### src/rtl/phase_sequencer.sv
// Multi-cycle control sequencer: walks each instruction through phases P1..P5 and drives datapath strobes.
// Optional retired-instruction counter enabled by defining PHASE_SEQ_RETIRE_COUNT_EN.
module phase_sequencer (
    input  logic        clock,
    input  logic        reset_n,
    input  logic        start,
    input  logic [15:0] ir,
    input  logic [3:0]  aluFlags,
    input  logic        memReady,
    input  logic        outReady,
    output logic [4:0]  phase,
    output logic        irWrite,
    output logic        pcInc,
    output logic        pcLoad,
    output logic        regRead,
    output logic [3:0]  aluType,
    output logic        aluSrcImm,
    output logic        drWrite,
    output logic        mdrWrite,
    output logic        memRead,
    output logic        memWrite,
    output logic        regWrite,
    output logic [1:0]  regWriteSel,
    output logic        outValid,
    output logic        halted,
    output logic [3:0]  flags,
    output logic [15:0] retired
);

    typedef enum logic [2:0] {
        S_IDLE   = 3'd0,
        S_P1     = 3'd1,
        S_P2     = 3'd2,
        S_P3     = 3'd3,
        S_P4     = 3'd4,
        S_P5     = 3'd5,
        S_HALTED = 3'd6
    } state_t;

    state_t     r_state;
    state_t     w_next;
    logic [3:0] r_flags;

    logic w_is_calc, w_is_load, w_is_store, w_is_grp;
    logic w_is_li, w_is_b, w_is_bcc, w_is_branch;
    logic w_is_halt, w_is_cmp, w_is_out;
    logic w_cond, w_taken;
    logic w_unused_ir;

    // ir[3:0] only matters to the datapath (immediate field), never to control.
    assign w_unused_ir = ^ir[3:0];

    assign w_is_calc   = (ir[15:14] == 2'b11);
    assign w_is_load   = (ir[15:14] == 2'b00);
    assign w_is_store  = (ir[15:14] == 2'b01);
    assign w_is_grp    = (ir[15:14] == 2'b10);
    assign w_is_li     = w_is_grp && (ir[13:11] == 3'b000);
    assign w_is_b      = w_is_grp && (ir[13:11] == 3'b100);
    assign w_is_bcc    = w_is_grp && (ir[13:11] == 3'b111);
    assign w_is_branch = w_is_b || w_is_bcc;
    assign w_is_halt   = w_is_calc && (ir[7:4] == 4'b1111);
    assign w_is_cmp    = w_is_calc && (ir[7:4] == 4'b0101);
    assign w_is_out    = w_is_calc && (ir[7:4] == 4'b1101);

    // Conditions use the latched flags {V,C,Z,S}, i.e. those of the last calc op.
    always_comb begin
        w_cond = 1'b0;
        case (ir[10:8])
            3'b000:  w_cond = r_flags[1];
            3'b001:  w_cond = r_flags[0] ^ r_flags[3];
            3'b010:  w_cond = r_flags[1] | (r_flags[0] ^ r_flags[3]);
            3'b011:  w_cond = ~r_flags[1];
            default: w_cond = 1'b0;
        endcase
    end

    assign w_taken = w_is_b || (w_is_bcc && w_cond);

    always_ff @(posedge clock or negedge reset_n) begin
        if (!reset_n) begin
            r_state <= S_IDLE;
        end else begin
            r_state <= w_next;
        end
    end

    always_comb begin
        w_next      = r_state;
        phase       = 5'b00000;
        irWrite     = 1'b0;
        pcInc       = 1'b0;
        pcLoad      = 1'b0;
        regRead     = 1'b0;
        aluType     = 4'b0000;
        aluSrcImm   = 1'b0;
        drWrite     = 1'b0;
        mdrWrite    = 1'b0;
        memRead     = 1'b0;
        memWrite    = 1'b0;
        regWrite    = 1'b0;
        regWriteSel = 2'd0;
        outValid    = 1'b0;
        halted      = 1'b0;
        case (r_state)
            S_IDLE: begin
                if (start) w_next = S_P1;
            end
            S_HALTED: begin
                halted = 1'b1;
                if (start) w_next = S_P1;
            end
            S_P1: begin
                phase   = 5'b00001;
                memRead = 1'b1;
                if (memReady) begin
                    irWrite = 1'b1;
                    pcInc   = 1'b1;
                    w_next  = S_P2;
                end
            end
            S_P2: begin
                phase   = 5'b00010;
                regRead = 1'b1;
                if (w_is_halt)                     w_next = S_HALTED;
                else if (w_is_calc)                w_next = S_P3;
                else if (w_is_load || w_is_store)  w_next = S_P3;
                else if (w_is_li)                  w_next = S_P5;
                else if (w_is_branch)              w_next = S_P3;
                else                               w_next = S_P1;
            end
            S_P3: begin
                phase   = 5'b00100;
                drWrite = 1'b1;
                if (w_is_calc) begin
                    aluType = ir[7:4];
                    if (w_is_out)      w_next = S_P4;
                    else if (w_is_cmp) w_next = S_P1;
                    else               w_next = S_P5;
                end else if (w_is_load || w_is_store) begin
                    aluSrcImm = 1'b1;
                    w_next    = S_P4;
                end else begin
                    aluSrcImm = 1'b1;
                    pcLoad    = w_taken;
                    w_next    = S_P1;
                end
            end
            S_P4: begin
                phase = 5'b01000;
                if (w_is_load) begin
                    memRead  = 1'b1;
                    mdrWrite = memReady;
                    if (memReady) w_next = S_P5;
                end else if (w_is_store) begin
                    memWrite = 1'b1;
                    if (memReady) w_next = S_P1;
                end else begin
                    outValid = 1'b1;
                    if (outReady) w_next = S_P1;
                end
            end
            S_P5: begin
                phase    = 5'b10000;
                regWrite = 1'b1;
                if (w_is_load)    regWriteSel = 2'd1;
                else if (w_is_li) regWriteSel = 2'd2;
                else              regWriteSel = 2'd0;
                w_next = S_P1;
            end
            default: w_next = S_IDLE;
        endcase
    end

    // OUT never updates flags; HALT leaves from P2 and so never reaches here.
    always_ff @(posedge clock or negedge reset_n) begin
        if (!reset_n) begin
            r_flags <= 4'b0000;
        end else if (r_state == S_P3 && w_is_calc && !w_is_out && !w_is_halt) begin
            r_flags <= aluFlags;
        end
    end

    assign flags = r_flags;

`ifdef PHASE_SEQ_RETIRE_COUNT_EN
    logic        w_retire;
    logic [15:0] r_retired;

    // An instruction's final cycle is any execute phase that hands over to P1 or HALTED.
    assign w_retire = (r_state == S_P2 || r_state == S_P3 || r_state == S_P4 || r_state == S_P5)
                   && (w_next == S_P1 || w_next == S_HALTED);

    always_ff @(posedge clock or negedge reset_n) begin
        if (!reset_n) begin
            r_retired <= 16'd0;
        end else if (w_retire) begin
            r_retired <= r_retired + 16'd1;
        end
    end

    assign retired = r_retired;
`else
    assign retired = 16'd0;
`endif

endmodule

### config.mk
export PLATFORM = sky130hd
export DESIGN_NAME = phase_sequencer
export DESIGN_NICKNAME = d
export VERILOG_FILES = /design/src/rtl/phase_sequencer.sv
export SDC_FILE = /design/constraint.sdc
export NUM_CORES = 1
export LEC_CHECK = 0
export ABC_CLOCK_PERIOD_IN_PS = 1550
export CAP_MARGIN = 20
export CORE_MARGIN = 2
export CORE_UTILIZATION = 28
export DETAILED_ROUTE_END_ITERATION = 10
export GPL_TIMING_DRIVEN = 0
export PLACE_DENSITY = 0.81
export SYNTH_ARGS = -nofsm -noshare
export SYNTH_HDL_FRONTEND = slang
export SYNTH_SLANG_ARGS = --single-unit
export TNS_END_PERCENT = 100
### constraint.sdc
create_clock -name clock -period 1.55 [get_ports clock]
set_input_delay 0.31 -clock clock [delete_from_list [all_inputs] [get_ports clock]]
set_output_delay 0.31 -clock clock [all_outputs]
set_load 0.005 [all_outputs]
Word-level counts from Yosys, hierarchy flattened
Index checks and enable logic that the tools add are counted.
{ "classes": {"eq_ne": 22, "mux": 45, "bitwise_logic": 3, "reduce_logical": 21} }
{ "ops": {"columns": ["operator", "count"], "rows": [
  ["2-to-1 mux 3 bit", 15],
  ["one-hot mux 5 bit (5 select lines)", 1],
  ["2-to-1 mux 1 bit", 20],
  ["one-hot mux 3 bit (6 select lines)", 1],
  ["== test 3 bit, second input constant", 5],
  ["== test 3 x 2 -> 1 bit, second input constant", 4],
  ["logical AND 1 bit", 10],
  ["logical NOT 3 bit", 3],
  ["== test 4 bit, second input constant", 2],
  ["2-to-1 mux 2 bit", 4],
  ["2-to-1 mux 4 bit", 2],
  ["== test 3 x 1 -> 1 bit, second input constant", 2],
  ["!= test 3 bit, second input constant", 2],
  ["AND reduction 5 bit", 1],
  ["== test 2 bit, second input constant", 2],
  ["== test 4 x 3 -> 1 bit, second input constant", 1],
  ["!= test 4 bit, second input constant", 1],
  ["one-hot mux 1 bit (4 select lines)", 1],
  ["logical OR 1 bit", 3],
  ["== test 2 x 1 -> 1 bit, second input constant", 1],
  ["logical NOT 1 bit", 2],
  ["logical NOT 2 bit", 1],
  ["!= test 2 x 1 -> 1 bit, second input constant", 1],
  ["!= test 2 bit, second input constant", 1],
  ["5 further kinds", 5]
]} }
{ "word_totals": {"regBits": 7, "input_bits": 25, "out_inout_bits": 43, "elab_cells": 93} }

Depth between registers and ports, before layout
Gate-level depths: netlist (run 1).
{ "depth": {"word_depth": 9, "mapped_depth": 5, "mapped_depth_nobuf": 4} }

Worst setup path after synthesis (run 1)
OpenSTA, ideal clock, no wires.
{ "synth_timing": {"path_type": "reg2reg", "startpoint": "register r_state[2]", "endpoint": "register r_flags[0] (netlist: flags[0])", "setup_time_ps": 125, "t_arrival_ps": 1429, "required_time_ps": 1425, "path_slack_ps": -4, "stages_incl_launch_ff": 6, "n_path_buf": 1, "synth_period_minus_slack_ps": 1554, "path_cell_list": "dfrtp_1 and3b_1 buf_6 and3_4 nor2b_4 mux2_2"} }
{ "synth_via": {"elab_chain_len": 4} }
{ "synth_rtl": {"columns": ["element", "line_no", "text"], "rows": [
  ["from (decl)", "40", "state_t r_state;"],
  ["from (signal assigned)", "83", "r_state <= w_next;"],
  ["== test 3 x 2 -> 1 bit", "178", "end else if (r_state == S_P3 && w_is_calc && !w_is_out && !w_is_halt) begin"],
  ["logical AND 1 bit (3 in a row)", "178", null],
  ["to (signal assigned)", "179", "r_flags <= aluFlags;"],
  ["to (decl)", "42", "logic [3:0] r_flags;"]
]} }
Every way passes these cells.
A chain may end at the register's enable or synchronous reset.

Final worst setup path (run 1)
{ "layout_timing": {"startpoint": "input ir[11]", "endpoint": "output pcLoad"} }
{ "layout_via": {"elab_chain_len": 7, "word_cells_on_any_way": 9, "cone_classes": "eq/ne: 2; mux: 3; reduce/logical: 4"} }
{ "layout_rtl": {"columns": ["element", "line_no", "text"], "rows": [
  ["from (decl)", "7", "input logic [15:0] ir,"],
  ["== test 3 bit", "59", "assign w_is_bcc = w_is_grp && (ir[13:11] == 3'b111);"],
  ["logical AND 1 bit", "59", null],
  ["logical AND 1 bit", "77", "assign w_taken = w_is_b || (w_is_bcc && w_cond);"],
  ["logical OR 1 bit *", "77", null],
  ["2-to-1 mux 1 bit *", "139", "end else if (w_is_load || w_is_store) begin"],
  ["2-to-1 mux 1 bit *", "134", "if (w_is_calc) begin"],
  ["2-to-1 mux 1 bit *", "104", "case (r_state)"],
  ["to (decl)", "14", "output logic pcLoad,"]
]} }
Every way passes the cells marked *; elsewhere a longest branch is shown, timed or not.

==> impl_metrics.env, run 1 <==
export IMPL_nNetsFinal=217
export IMPL_place_gp_congestion=0.811
export IMPL_p_leak_nw=0.933
export IMPL_period_needed_ns=1.90
export IMPL_wl_um=2880
export IMPL_grt_pass1_wl_um=4330
export IMPL_hold_buffers=0
export IMPL_viasPerCell=4.45
export IMPL_synth_compound_area_frac=0.139
export IMPL_grt_usage=0.166
export IMPL_hold_viol=0
export IMPL_p_seq_frac=0.162
export IMPL_synthesis_instances=97
export IMPL_p_int_mw=1.41
export IMPL_drive_gt1_frac=0.597
export IMPL_drv_slew=0
export IMPL_fp_dieW_um=57.1
export IMPL_pin_count=68
export IMPL_arrival_ns=1.59
export IMPL_ir_drop_v=0.000844
export IMPL_ys_flop_type="dfrtp_1"
export IMPL_cts_buffers_inserted=3
export IMPL_dr_pass1_iters=4
export IMPL_yosysMostFrequentCell="buf_4"
export IMPL_cts_sinks=7
export IMPL_synthAdderAreaFrac=0
export IMPL_ys_top_cells_by_count="buf_4 (18), dfrtp_1 (7), and2_1 (6), inv_1 (6), nand2_1 (6)"
export IMPL_total_power_mw=2.17
export IMPL_syn_area_per_cell_um2=8.14
export IMPL_setup_violations=28
export IMPL_post_drt_wl_per_cell_um=13.0
export IMPL_ant_nets=0
export IMPL_fp_dieArea_um2=3260
export IMPL_initial_core_util=0.291
export IMPL_fin_skew_ns=0.000310
export IMPL_grt_pass1_vias=963
export IMPL_hp_class="primary input to async pin"
export IMPL_io_buffers=46
export IMPL_fp_coreArea_um2=2710
export IMPL_netlist_area_um2=790
export IMPL_hold_ws_ns=0.322
export IMPL_synth_edf_count=0
export IMPL_route_detailed_drc=0
export IMPL_p_per_area_nw_per_um2=1240
export IMPL_violations="negative setup slack"
export IMPL_synth_top_area_frac=0.222
export IMPL_dp_hpwl_um=1820
export IMPL_synth_simple_area_share=0.320
export IMPL_htreeDepth=1
export IMPL_die_h_um=57.1
export IMPL_final_cells=222
export IMPL_sw_frac_of_total=0.351
export IMPL_synthMuxAreaShare=0.0697
export IMPL_clkTransAtPathRegs_ns=0.05
export IMPL_yosysSeqAreaShare=0.222
export IMPL_min_period_over_period=1.23
export IMPL_r2r_cells=7
export IMPL_fin_setup_tns_ns=-4.21
export IMPL_drt_iter0_markers=26
export IMPL_status="finished, violations left"
export IMPL_synth_seq_cells=7
export IMPL_worstSkewPairLatency_ns=0.25
export IMPL_finalWorstSetupSlack_ns=-0.354
export IMPL_cap_viol_max_count=0
export IMPL_critPathMaxFanout=3
export IMPL_synth_top_family_by_area="simple AND/OR/NAND/NOR gates"
export IMPL_row_count=19
export IMPL_synth_xor_area_frac=0.0111
export IMPL_antennaDiodeCount=0
export IMPL_p_sw_mw=0.762
export IMPL_vias=987
export IMPL_yosys_cell_types_count=40
export IMPL_grt_start_max_net_pins=10
export IMPL_antenna_found_initial=0
export IMPL_clockBufferDepth=2
export IMPL_syn_to_final_growth_pct=123
export IMPL_clock_fmax_mhz=525
export IMPL_worstSetupEndpointType="primary output"
export IMPL_dp_cells=189
export IMPL_critPathKind="primary input to primary output"
export IMPL_synthTopCellsByArea="dfrtp_1 (22%), buf_4 (17%), mux2_2 (5.7%)"
export IMPL_fill_cells=217
export IMPL_cts_tree="built"
export IMPL_root_buffer="clkbuf_4"
export IMPL_synth_warnings=0
export IMPL_worstReg2RegStart="r_state[0]"
export IMPL_critPathRequiredTime_ns=1.24
export IMPL_cp_start_kind="primary input"
export IMPL_async_flop_share=1.00
export IMPL_grt_setup_unrepaired="true"
export IMPL_power_frac_comb=0.762
export IMPL_yosys_area_top_type="dfrtp_1"
export IMPL_grt_overflow_total=0
export IMPL_clkPwrFrac=0.076
export IMPL_startpoint="ir[11]"
[what timing repair did]
action,4_1_cts,5_1_grt
buffers inserted,27,11
pin swaps,21,14
resized for setup,146,29
setup endpoints to repair,28,30
[metal layers]
layer  routed length (um)  vias to the layer above  share of wire  global-route usage
met5                    0                        -              0                   0
met4                   29                        0          0.010              0.0399
met3                  183                        4          0.063              0.0272
met2                 1620                       37           0.56               0.323
met1                 1050                      457           0.37               0.184
li1                     -                      489              -                   -
[power by group through the flow]
| stage | Combinational (mW) | Clock, mW | Sequential [mW] |
|---|---|---|---|
| 2_1_floorplan | 0.458 | 0 | 0.339 |
| 3_3_place_gp | 0.899 | 0 | 0.343 |
| 3_5_place_dp | 0.933 | 0 | 0.350 |
| 4_1_cts | 1.43 | 0.171 | 0.358 |
| 5_1_grt | 1.76 | 0.181 | 0.363 |
| 6_report | 1.65 | 0.166 | 0.351 |
[per-stage QoR]
stage	setup slack, ns	utilization	area [um^2]
final	-0.354	0.648	1760
after global routing	-0.399	0.648	1760
after CTS	-0.407	0.609	1650
after detailed placement	-0.851	0.496	1350
after global placement	-0.817	0.496	1350
after floorplan	-0.00352	-	846
[critical path, stage by stage]
cell and delay (ns):
clkdlybuf4s50_1 0.53, nand2_1 0.08, a2111oi_2 0.35, o2111a_1 0.21
buf_2 0.11
[final timing paths]
path	slack, ns	to
setup / recovery	-0.35	pcLoad
hold / removal	0.32	flags[3]
setup reg to reg	-0.17	r_state[0]
hold reg to reg	0.52	flags[2]
max in group asynchronous	0.96	r_state[1]
min in group clock	0.50	r_state[0]
[registers in the layout, indices dropped and copies added (netlist names)]
signal	cells
flags	4
r_state	3
[kinds of logic after synthesis]
family / after synthesis
AO/OA/AOI/OAI: 16
XOR/XNOR: 1
buffers and inverters: 28
flip-flops: 7
multiplexers: 5
other: 1
AND/OR/NAND/NOR: 39
[cell type report]
| cell class | count | area (um^2) | share of cell area |
|---|---|---|---|
| Buffer | 19 | 148 | 0.0840 |
| Clock buffer | 4 | 26.3 | 0.0150 |
| Inverter | 6 | 22.5 | 0.0128 |
| Multi-Input combinational cell | 77 | 624 | 0.355 |
| Sequential cell | 7 | 178 | 0.101 |
| Tap cell | 31 | 38.8 | 0.0221 |
| Timing Repair Buffer | 78 | 719 | 0.410 |
[cells in the final DEF, fill, tap and decap left out, types with 2 or more instances in the layout]
master           count
buf_6               32
buf_4               27
clkdlybuf4s50_1     19
conb_1              16
buf_2               12
nand2_1              5
dfrtp_1              5
inv_2                4
and2_4               4
mux2_4               4
a21oi_1              4
nand3b_1             3
clkbuf_2             3
clkbuf_4             3
dlygate4sd2_1        3
nor2_4               2
and3_4               2
and2_1               2
nor2_1               2
inv_1                2
nor3b_2              2
nor2b_4              2
o21ai_0              2
dfrtp_2              2
(Power assumes the default switching activity.)
==> run 2: changes to the inputs <==
--- a/config.mk
+++ b/config.mk
@@ -8,10 +8,12 @@
 export ABC_CLOCK_PERIOD_IN_PS = 1550
 export CAP_MARGIN = 20
 export CORE_MARGIN = 2
-export CORE_UTILIZATION = 28
+export CORE_UTILIZATION = 29
+export CTS_BUF_LIST = sky130_fd_sc_hd__clkbuf_8
 export DETAILED_ROUTE_END_ITERATION = 10
 export GPL_TIMING_DRIVEN = 0
-export PLACE_DENSITY = 0.81
+export HOLD_SLACK_MARGIN = 0.08
+export PLACE_DENSITY = 0.84
 export SYNTH_ARGS = -nofsm -noshare
 export SYNTH_HDL_FRONTEND = slang
 export SYNTH_SLANG_ARGS = --single-unit
==> impl_metrics.env, run 2 (synthesis gave the netlist of run 1 again) <==
export IMPL_hold_buffers=0
export IMPL_grt_pass1_wl_um=4540
export IMPL_row_count=18
export IMPL_htreeDepth=1
export IMPL_critPathRequiredTime_ns=1.24
export IMPL_clkTransAtPathRegs_ns=0.04
export IMPL_cts_sinks=7
export IMPL_setup_violations=29
export IMPL_fp_dieArea_um2=3160
export IMPL_wl_um=3290
export IMPL_path_delay_family="compound AO/OA/AOI/OAI gates"
export IMPL_drt_iter0_markers=10
export IMPL_root_buffer="clkbuf_8"
export IMPL_worstReg2RegStart="r_state[2]"
export IMPL_dp_cells=188
export IMPL_drv_slew=0
export IMPL_fin_skew_ns=0.00321
export IMPL_arrival_ns=1.59
export IMPL_ir_drop_v=0.000941
export IMPL_cts_tree="built"
export IMPL_grt_setup_unrepaired="true"
export IMPL_die_h_um=56.2
export IMPL_critPathKind="flip-flop to primary output"
export IMPL_ant_nets=0
export IMPL_hp_class="primary input to async pin"
export IMPL_p_leak_nw=0.979
export IMPL_critPathMaxFanout=2
export IMPL_final_cell_mix="buf_6 (36), buf_4 (24), conb_1 (16), clkdlybuf4s50_1 (16), buf_2 (10)"
export IMPL_crit_buf_inv=1
export IMPL_status="finished, violations left"
export IMPL_antenna_found_initial=0
export IMPL_fp_coreArea_um2=2520
export IMPL_dp_hpwl_um=1790
export IMPL_hold_viol=0
export IMPL_grt_pass1_vias=1019
export IMPL_worstSetupEndpointType="primary output"
export IMPL_dr_pass1_iters=4
export IMPL_clock_fmax_mhz=528
export IMPL_path_cells="xor2_2 > o21ai_2 > a2111oi_2 > o2111a_1 > buf_2"
export IMPL_crit_path_top_delay_cell="dfrtp_1"
export IMPL_fp_dieW_um=56.2
export IMPL_syn_to_final_growth_pct=130
export IMPL_grt_overflow_total=0
export IMPL_worstSkewPairLatency_ns=0.23
export IMPL_drive_gt1_frac=0.626
export IMPL_grt_usage=0.183
export IMPL_cp_start_kind="flip-flop"
export IMPL_nNetsFinal=216
export IMPL_largest_reg_flops=4
export IMPL_post_drt_wl_per_cell_um=15.0
export IMPL_finalWorstSetupSlack_ns=-0.345
export IMPL_viasPerCell=4.65
export IMPL_vias=1022
export IMPL_pin_count=68
export IMPL_initial_core_util=0.313
export IMPL_cpPeakStageDelay_ns=0.41
export IMPL_total_power_mw=2.35
export IMPL_p_per_area_nw_per_um2=1300
export IMPL_route_detailed_drc=0
export IMPL_startpoint="flags[3]"
export IMPL_layout_commonest_cell="buf_6"
export IMPL_cap_viol_max_count=0
export IMPL_io_buffers=46
export IMPL_antennaDiodeCount=0
export IMPL_violations="negative setup slack"
export IMPL_clockBufferDepth=2
export IMPL_place_gp_congestion=0.801
export IMPL_period_needed_ns=1.90
export IMPL_min_period_over_period=1.22
export IMPL_final_cells=220
export IMPL_cts_buffers_inserted=3
export IMPL_grt_start_max_net_pins=10
run 2: timing repair:
| item | CTS | global route |
|---|---|---|
| gates resized for setup | 139 | 45 |
| setup endpoints to repair | 28 | 28 |
| hold endpoints to repair | 0 | 0 |
| buffers inserted | 24 | 10 |
| pin swaps | 21 | 12 |
run 2: where the power goes:
part / switching (mW) / internal (mW) / leakage (nW)
clock network: 0.0835 / 0.172 / 0.0269
registers: 0.0802 / 0.270 / 0.0844
logic: 0.671 / 1.08 / 0.868
total: 0.835 / 1.52 / 0.979
run 2: worst register-to-register path, delay by kind of cell, from the launching register on:
kind / cells / cell delay, ns
simple gates: 2 / 0.65
flops: 1 / 0.41
buf+inv: 3 / 0.36
compound gates: 2 / 0.20
run 2: worst paths after layout:
path | to | slack [ns] | cells past startpoint
max | pcLoad | -0.35 | 5
min | flags[3] | 0.34 | 1
max reg2reg | r_state[0] | -0.21 | 7
min reg2reg | flags[2] | 0.51 | 1
max in group asynchronous | r_state[1] | 0.94 | 1
min in group clock | flags[2] | 0.51 | 1
run 2: layout make-up:
type	count	area [um^2]
timing repair buffer	76	732
fill	188	709
multi-input combinational	77	637
sequential	7	178
buffer	20	159
clock buffer	3	41.3
tap	30	37.5
inverter	6	25.0
clock inverter	1	3.75
run 2: per-layer routing:
metal,wire [um],share of wire,vias to the layer above,track usage
met5,0,0,-,0
met4,110,0.033,0,0.0680
met3,261,0.079,11,0.0372
met2,1840,0.56,58,0.371
met1,1080,0.33,468,0.176
li1,-,-,485,-
run 2: stage by stage:
step | area (um^2) | utilization | setup TNS [ns] | hold WS, ns | setup slack [ns]
final | 1810 | 0.719 | -5.26 | 0.342 | -0.345
after floorplan | 846 | - | -0.0141 | 0.0144 | -0.00352
after CTS | 1640 | 0.652 | -3.04 | 0.349 | -0.428
after detailed placement | 1340 | 0.533 | -8.12 | 0.506 | -0.826
after global routing | 1810 | 0.719 | -6.37 | 0.366 | -0.449
after global placement | 1340 | 0.533 | -7.54 | 0.495 | -0.801
==> run 3: changes to the inputs <==
--- a/config.mk
+++ b/config.mk
@@ -11,9 +11,9 @@
 export CORE_UTILIZATION = 29
 export CTS_BUF_LIST = sky130_fd_sc_hd__clkbuf_8
 export DETAILED_ROUTE_END_ITERATION = 10
-export GPL_TIMING_DRIVEN = 0
 export HOLD_SLACK_MARGIN = 0.08
 export PLACE_DENSITY = 0.84
+export SKIP_CTS_REPAIR_TIMING = 1
 export SYNTH_ARGS = -nofsm -noshare
 export SYNTH_HDL_FRONTEND = slang
 export SYNTH_SLANG_ARGS = --single-unit
==> impl_metrics.env, run 3 (synthesis gave the netlist of run 1 again) <==
export IMPL_clockBufferDepth=2
export IMPL_grt_pass1_vias=849
export IMPL_hp_class="primary input to async pin"
export IMPL_sw_frac_of_total=0.351
export IMPL_worstSkewPairLatency_ns=0.22
export IMPL_p_leak_nw=0.957
export IMPL_clkPwrFrac=0.123
export IMPL_grt_pass1_wl_um=3430
export IMPL_fp_dieW_um=56.2
export IMPL_finalWorstSetupSlack_ns=-0.393
export IMPL_grt_setup_unrepaired="true"
export IMPL_ir_drop_v=0.000940
export IMPL_post_drt_wl_per_cell_um=14.7
export IMPL_antenna_found_initial=0
export IMPL_arrival_ns=1.63
export IMPL_final_cells=205
export IMPL_p_seq_frac=0.179
export IMPL_die_h_um=56.2
export IMPL_row_count=18
export IMPL_critPathRequiredTime_ns=1.24
export IMPL_dp_cells=188
export IMPL_dp_hpwl_um=1950
export IMPL_fp_dieArea_um2=3160
export IMPL_antennaDiodeCount=0
export IMPL_p_per_area_nw_per_um2=1240
export IMPL_syn_to_final_growth_pct=102
export IMPL_final_cell_mix="buf_4 (22), clkdlybuf4s50_1 (17), conb_1 (16), buf_6 (13), dlymetal6s2s_1 (12)"
export IMPL_layout_commonest_cell="buf_4"
export IMPL_seqCellArea_um2=176
export IMPL_violations="negative setup slack"
export IMPL_multi_input_area_um2=599
export IMPL_setup_violations=24
export IMPL_route_detailed_drc=0
export IMPL_fp_coreArea_um2=2520
export IMPL_ant_nets=0
export IMPL_drive_gt1_frac=0.469
export IMPL_cap_viol_max_count=0
export IMPL_fin_setup_tns_ns=-3.33
export IMPL_cp_start_kind="primary input"
export IMPL_cts_sinks=7
export IMPL_dr_pass1_iters=4
export IMPL_clkTransAtPathRegs_ns=0.04
export IMPL_place_gp_congestion=0.843
export IMPL_critPathMaxFanout=3
export IMPL_cts_tree="built"
export IMPL_viasPerCell=4.71
export IMPL_io_buffers=47
export IMPL_p_int_mw=1.29
export IMPL_drt_iter0_markers=15
export IMPL_fill_cells=208
export IMPL_wl_um=3020
export IMPL_power_frac_comb=0.698
export IMPL_period_needed_ns=1.94
export IMPL_worstSetupEndpointType="primary output"
export IMPL_vias=965
export IMPL_min_period_over_period=1.25
export IMPL_grt_overflow_total=0
export IMPL_initial_core_util=0.313
export IMPL_largest_reg_flops=4
export IMPL_nNetsFinal=201
export IMPL_p_sw_mw=0.697
export IMPL_clock_fmax_mhz=515
export IMPL_htreeDepth=1
export IMPL_drv_slew=0
export IMPL_pre_cts_ws_ns=-0.889
export IMPL_critPathKind="primary input to primary output"
export IMPL_grt_start_max_net_pins=11
export IMPL_fin_skew_ns=0.000244
export IMPL_pin_count=68
export IMPL_hold_viol=0
export IMPL_grt_usage=0.137
export IMPL_cts_buffers_inserted=3
export IMPL_root_buffer="clkbuf_8"
export IMPL_status="finished, violations left"
run 3: cell type report:
class,instances,area share
timing repair buffer,81,0.449
multi-input combinational,77,0.375
sequential,7,0.110
clock buffer,3,0.0258
tap,30,0.0235
inverter,6,0.0141
clock inverter,1,0.00235
run 3: final timing paths:
check                           startpoint    endpoint  slack (ns)  cells past startpoint
worst max-delay path                 ir[9]      pcLoad       -0.39                      5
max in group asynchronous          reset_n  r_state[0]        0.94                      1
worst min-delay path               reset_n    flags[0]        0.35                      1
worst min register to register    flags[2]    flags[2]        0.51                      1
min in group clock                flags[2]    flags[2]        0.51                      1
worst max register to register  r_state[2]  r_state[0]       -0.09                      6
run 3: worst max-delay path, cell delays in order:
cell and delay [ns]:
clkdlybuf4s50_1 0.51, a211oi_2 0.10, a2111oi_2 0.36, o2111a_1 0.25
clkbuf_2 0.11
run 3: power by group through the flow:
stage                     Sequential [mW]  Clock (mW)  Combinational (mW)
final                               0.357       0.243                1.39
after global routing                0.363       0.263                1.48
after CTS                           0.331       0.256                1.07
after detailed placement            0.333           0                1.07
after global placement              0.326           0                1.03
after floorplan                     0.339           0               0.458
run 3: through the flow:
stage	instance area [um^2]	utilization	hold WS [ns]	power [mW]
global placement	1350	0.535	0.494	1.36
floorplan	846	-	0.0144	0.797
CTS	1400	0.553	0.339	1.66
detailed placement	1350	0.535	0.511	1.40
global route	1600	0.633	0.364	2.11
finish	1600	0.633	0.349	1.99
run 3: per-layer routing:
| metal | vias to the layer above | global-route usage | wire [um] |
|---|---|---|---|
| met5 | - | 0 | 0 |
| met4 | 0 | 0.0646 | 0 |
| met3 | 0 | 0.0302 | 173 |
| met1 | 463 | 0.139 | 1080 |
| met2 | 46 | 0.259 | 1770 |
| li1 | 456 | - | - |
